--- config.mk ---
export PLATFORM = sky130hd
export DESIGN_NAME = branch_eqz_ctrl
export DESIGN_NICKNAME = d
export VERILOG_FILES = /design/src/rtl/branch_pkg.sv /design/src/rtl/branch_eqz_ctrl_zdet.sv /design/src/rtl/branch_eqz_ctrl.sv
export SDC_FILE = /design/constraint.sdc
export NUM_CORES = 1
export LEC_CHECK = 0
export CORE_ASPECT_RATIO = 0.5
export CORE_MARGIN = 1
export CORE_UTILIZATION = 40
export CTS_BUF_LIST = sky130_fd_sc_hd__clkbuf_8 sky130_fd_sc_hd__clkbuf_16
export DETAILED_ROUTE_END_ITERATION = 8
export GPL_ROUTABILITY_DRIVEN = 0
export PLACE_DENSITY = 0.69
export SLEW_MARGIN = 5
export SYNTH_ARGS = -nofsm -noshare
export SYNTH_HDL_FRONTEND = slang
export SYNTH_HIERARCHICAL = 1
export SYNTH_SLANG_ARGS = --single-unit
--- constraint.sdc ---
create_clock -name clk -period 1.6 [get_ports clk]
set_input_delay 0.32 -clock clk [delete_from_list [all_inputs] [get_ports clk]]
set_output_delay 0.32 -clock clk [all_outputs]
set_load 0.05 [all_outputs]
--- src/rtl/branch_pkg.sv ---
// -----------------------------------------------------------------------------
// branch_pkg
// Shared definitions for the BEQZ/BNEZ branch resolution controller.
//   - br_state_e   : controller state encoding
//   - OP_BEQZ/BNEZ : br_op encodings
//   - OPND_W       : width of the A operand (fixed 32-bit DLX register)
//   - branch_taken : taken decision from the op and the zero flag
// -----------------------------------------------------------------------------
package branch_pkg;

    localparam int unsigned OPND_W = 32;

    typedef enum logic [1:0] {
        IDLE      = 2'd0,
        WAIT_OPND = 2'd1,
        RESOLVE   = 2'd2,
        REDIRECT  = 2'd3
    } br_state_e;

    localparam logic OP_BEQZ = 1'b0;
    localparam logic OP_BNEZ = 1'b1;

    // BEQZ is taken when A is zero, BNEZ when it is not.
    function automatic logic branch_taken(input logic op, input logic zero);
        return (op == OP_BNEZ) ? !zero : zero;
    endfunction

endpackage : branch_pkg

--- src/rtl/branch_eqz_ctrl_zdet.sv ---
// -----------------------------------------------------------------------------
// branch_eqz_ctrl_zdet
// 32-bit zero-detect unit. Purely combinational: zero is high when every bit
// of the operand is clear. Built as a nibble-level OR stage followed by a
// final reduction so the two levels map onto a shallow gate tree.
// Ports:
//   opnd  input  [OPND_W-1:0]  operand to test
//   zero  output               1 when opnd == 0
// -----------------------------------------------------------------------------
module branch_eqz_ctrl_zdet
    import branch_pkg::*;
(
    input  logic [OPND_W-1:0] opnd,
    output logic              zero
);

    localparam int unsigned NIB = OPND_W / 4;

    logic [NIB-1:0] nib_any;

    always_comb begin
        nib_any = '0;
        for (int i = 0; i < NIB; i++) begin
            nib_any[i] = |opnd[4*i +: 4];
        end
    end

    assign zero = ~|nib_any;

endmodule : branch_eqz_ctrl_zdet

--- src/rtl/branch_eqz_ctrl.sv ---
// -----------------------------------------------------------------------------
// branch_eqz_ctrl
// Sequences BEQZ/BNEZ resolution: accepts a branch from decode, waits for the
// A operand, evaluates A==0 and hands a registered redirect decision to the
// fetch/PC logic over a valid/ready handshake. Keeps a saturating count of
// consumed taken branches. Flush discards any in-flight branch.
// Ports:
//   clk, reset          clock and synchronous active-high reset
//   br_valid/br_ready   branch request handshake from decode
//   br_op, br_target    0=BEQZ 1=BNEZ, branch target (latched on accept)
//   a_valid, a_data     A operand (forwarded or register file)
//   flush               drop in-flight branch, return to IDLE
//   redirect_valid/ready, redirect_taken, redirect_target  decision to PC logic
//   busy                controller not idle (decode stall)
//   taken_cnt           saturating count of consumed taken redirects
// -----------------------------------------------------------------------------
module branch_eqz_ctrl
    import branch_pkg::*;
#(
    parameter int unsigned AW    = 32,
    parameter int unsigned CNT_W = 16
) (
    input  logic              clk,
    input  logic              reset,
    input  logic              br_valid,
    output logic              br_ready,
    input  logic              br_op,
    input  logic [AW-1:0]     br_target,
    input  logic              a_valid,
    input  logic [OPND_W-1:0] a_data,
    input  logic              flush,
    output logic              redirect_valid,
    input  logic              redirect_ready,
    output logic              redirect_taken,
    output logic [AW-1:0]     redirect_target,
    output logic              busy,
    output logic [CNT_W-1:0]  taken_cnt
);

    // Counter increments but sticks at all-ones instead of wrapping.
    function automatic logic [CNT_W-1:0] sat_inc(input logic [CNT_W-1:0] v);
        if (v == {CNT_W{1'b1}}) begin
            return v;
        end
        return v + {{(CNT_W-1){1'b0}}, 1'b1};
    endfunction

    br_state_e          state_q,      state_d;
    logic               op_q,         op_d;
    logic [AW-1:0]      tgt_q,        tgt_d;
    logic [OPND_W-1:0]  a_q,          a_d;
    logic               rvalid_q,     rvalid_d;
    logic               rtaken_q,     rtaken_d;
    logic [AW-1:0]      rtarget_q,    rtarget_d;
    logic [CNT_W-1:0]   cnt_q,        cnt_d;

    logic               a_zero;

    // Zero detect always looks at the latched operand, never at a_data, so the
    // decision in RESOLVE is independent of what the bus does afterwards.
    branch_eqz_ctrl_zdet u_zdet (
        .opnd (a_q),
        .zero (a_zero)
    );

    assign br_ready = (state_q == IDLE) && !flush;

    always_comb begin
        state_d   = state_q;
        op_d      = op_q;
        tgt_d     = tgt_q;
        a_d       = a_q;
        rvalid_d  = rvalid_q;
        rtaken_d  = rtaken_q;
        rtarget_d = rtarget_q;
        cnt_d     = cnt_q;

        if (flush) begin
            // Flush beats both a pending handshake and a new request.
            state_d  = IDLE;
            rvalid_d = 1'b0;
        end else begin
            unique case (state_q)
                IDLE: begin
                    if (br_valid) begin
                        op_d  = br_op;
                        tgt_d = br_target;
                        if (a_valid) begin
                            a_d     = a_data;
                            state_d = RESOLVE;
                        end else begin
                            state_d = WAIT_OPND;
                        end
                    end
                end
                WAIT_OPND: begin
                    if (a_valid) begin
                        a_d     = a_data;
                        state_d = RESOLVE;
                    end
                end
                RESOLVE: begin
                    rtaken_d  = branch_taken(op_q, a_zero);
                    rtarget_d = tgt_q;
                    rvalid_d  = 1'b1;
                    state_d   = REDIRECT;
                end
                REDIRECT: begin
                    if (redirect_ready) begin
                        rvalid_d = 1'b0;
                        state_d  = IDLE;
                        if (rtaken_q) begin
                            cnt_d = sat_inc(cnt_q);
                        end
                    end
                end
                default: begin
                    state_d = IDLE;
                end
            endcase
        end
    end

    always_ff @(posedge clk) begin
        if (reset) begin
            state_q   <= IDLE;
            op_q      <= OP_BEQZ;
            tgt_q     <= '0;
            a_q       <= '0;
            rvalid_q  <= 1'b0;
            rtaken_q  <= 1'b0;
            rtarget_q <= '0;
            cnt_q     <= '0;
        end else begin
            state_q   <= state_d;
            op_q      <= op_d;
            tgt_q     <= tgt_d;
            a_q       <= a_d;
            rvalid_q  <= rvalid_d;
            rtaken_q  <= rtaken_d;
            rtarget_q <= rtarget_d;
            cnt_q     <= cnt_d;
        end
    end

    assign busy            = (state_q != IDLE);
    assign redirect_valid  = rvalid_q;
    assign redirect_taken  = rtaken_q;
    assign redirect_target = rtarget_q;
    assign taken_cnt       = cnt_q;

endmodule : branch_eqz_ctrl

==> reports/results.tsv <==
metric	value	unit
status	finished with violations	
failing checks	setup timing	
H-tree lvl count	4	
final clock skew	8.26	ps
Synth Area in XOR/XNOR	0.00192	
crit path time final	1690	ps
Cell Area, Synth	4570	um2
Worst VDD drop	0.000870	V
Fin. Hold Viols	0	
busiest grt layer	met2	
# rows	27	
CP max stage delay	380	ps
FF+latch area	2400	um2
vias in the first global route	3989	
Crit. Startpoint	state_q[1]$_SDFFE_PP0P_	
worst rel slew slack	0.638	
library cells used by synthesis	41	
area of the multi-input gates	2740	um2
Post-synth EDFFs	0	
number of buffers created by CTS	17	
WP data arrival	1960	ps
ratio of cells with drive above 1 in the final layout	0.414	
most common cell after layout, fill and taps aside	nand2_1	
routing usage on met1	0.244	
Most used DFF post-synth	dfxtp_1	
GRT overflow	0	
Hold Path Class	primary input to register	
#FFs+latches synth	117	
DR vias/cell	5.09	
die area	11900	um2
worst flop-to-flop path endpoint	taken_cnt[15]$_SDFFE_PP0P_	
RSZ-0062 raised after global routing	true	
Skew-Pair Late Insertion Delay	410	ps
Starting Density	0.414	
syn nets	645	
Synth Area in Adders	0.0164	
main combinational cell family by area after synthesis	simple AND/OR/NAND/NOR gates	
Static Leak	3.03	nW
Req. time, crit path	1880	ps
startpoint types	register	
maximum root-to-sink buffer count	2	
die height	77.6	um
# hold bufs at CTS	0	
Slew Viols, Final	0	
hold path startpoint	reset	
DR pass1 iterations	5	
RR Startpoint	state_q[1]$_SDFFE_PP0P_	
Syn-to-layout area delta	72.5	%
f_max	593	MHz
Hold Slack	380	ps
simple-gate portion of the synthesized area	0.251	
Layout fillers	807	
Via Count	4552	
setup slack after layout	-86.7	ps
root buf cell	clkbuf_16	
Setup crit end	taken_cnt[15]$_SDFFE_PP0P_	
CTS Sinks	117	
pwr dens	979	nW/um2
Final HPWL DP	7850	um
mux contribution to synthesized area	0.0214	
Final Cycle Share	1.05	
DIE WIDTH	153	um
initial antenna violation count	0	
complex-gate fraction of the synthesized area	0.155	
R2R setup slack	-90	ps
Top Family by Delay on Critical Path	compound AO/OA/AOI/OAI gates	
largest net degree at the start of global routing	44	
most frequent cells in the layout	nand2_1 (148), dfxtp_1 (98), buf_4 (84)	
Buf+Inv Stages, Crit Path	2	
CTS tree	built	
GRT Util Overall	0.201	
Ys Warns	6	
Crit. End Element	register	
count of final setup violators	56	
Worst Setup Path Type	register to register	
Critical Path Stages	7	
Worst Tran Pin Value	543	ps
Buffers on Ports	122	
M3 GR Usage	0.0475	
core area	11000	um2
total power	7.71	mW
WL final	13800	um
Worst Reg-to-Reg Cells	7	
sequential share of the synthesized area	0.513	
crit-path max FO	7	
ys async rst share	0	
Remaining DRCs	0	
critical-path cell list	ha_4 -> and4b_1 -> buf_6 -> nand4_4 -> buf_4 -> o31ai_1 -> a21oi_2	
met2 GRT Util	0.346	
nets	813	
Synth Instances	568	
cell with the largest stage delay on the worst path	dfxtp_4	
first-pass GRT wire length	19200	um
Ports	123	
Clk pin slew, worst setup/hold paths	60	ps
Routed Antenna Nets	0	
max cap viols	0	
ANT cells	0	
routed len/inst	15.4	um
syn_area_per_cell	8.04	um2
hold depth	2	
1st-iter DRT viols	196	
==> through the flow <==
stage	worst slack, ps	setup TNS [ps]	cells	utilization	cell area (um2)
4_1_cts	-67.1	-620	882	0.640	7070
5_1_grt	-165	-5440	894	0.713	7880
6_report	-86.7	-2140	894	0.713	7880
3_5_place_dp	-414	-16520	845	0.577	6370
2_1_floorplan	-112	-445	568	-	4710
3_3_place_gp	-361	-13920	845	0.577	6370
==> routing by layer <==
layer,vias up,wire length [um]
li1,2256,-
met1,2162,5980
met2,112,6980
met3,22,577
met4,0,219
met5,-,0
==> flip-flops by register name, summed over array words and instances (netlist names) <==
| name | cells |
|---|---|
| tgt_q | 32 |
| op_q | 1 |
| state_q | 2 |
| redirect_taken | 1 |
| a_q | 32 |
| taken_cnt | 16 |
| redirect_valid | 1 |
| redirect_target | 32 |
==> repair_timing <==
| item | 4_1_cts | 5_1_grt |
|---|---|---|
| resized for setup | 20 | 165 |
| setup buffers | 5 | 5 |
| pin swaps | 11 | 101 |
| endpoints found under the setup margin | 50 | 80 |
| gates cloned | 0 | 7 |
==> logic make-up (layout without fill, tap and decap cells) <==
family | after synthesis | count (layout)
adder cells (fa/ha/maj) | 6 | 6
flip-flops | 117 | 117
multiplexers | 9 | 9
AO/OA/AOI/OAI | 129 | 129
XOR/XNOR | 1 | 1
buffers and inverters | 46 | 227
AND/OR/NAND/NOR | 260 | 260
==> power by group <==
part | switching [mW] | total [mW] | internal [mW]
Clock | 1.47 | 3.74 | 2.27
Combinational | 0.464 | 0.939 | 0.475
Sequential | 0.0558 | 3.03 | 2.98
==> synthesized netlist by cell type (3+ instances only) <==
library cell,instances,area [um2]
ha_1,6,75.1
nand2b_1,4,25.0
nor4_1,7,43.8
or4_1,6,45.0
mux2_2,3,33.8
a2111oi_0,3,26.3
nor2b_1,5,31.3
nor3_1,3,15.0
and4_1,3,26.3
a211oi_1,4,30.0
dfxtp_1,117,2340
nor2_1,12,45.0
nand2_1,200,751
mux2i_1,3,30.0
clkbuf_1,30,113
a21oi_1,107,536
mux2_1,3,33.8
inv_1,11,41.3
nand4_1,6,37.5
o31ai_1,6,45.0
==> how the worst min path moves through the flow <==
stage                                       endpoint  slack, ps
floorplan           redirect_target[24]$_SDFFE_PP0P_        430
global placement    redirect_target[30]$_SDFFE_PP0P_        440
detailed placement  redirect_target[28]$_SDFFE_PP0P_        440
CTS                       taken_cnt[10]$_SDFFE_PP0P_        350
global route                  tgt_q[18]$_SDFFE_PP0P_        400
finish                        tgt_q[25]$_SDFFE_PP0P_        380
==> cell type report <==
class,count,share of cell area
clock buffer,18,0.0572
clock inverter,14,0.0178
inverter,11,0.00603
timing repair buffer,184,0.243
sequential,117,0.304
multi-input combinational,405,0.348
tap,145,0.0230
Note: power is estimated with default switching activity, not from simulation.
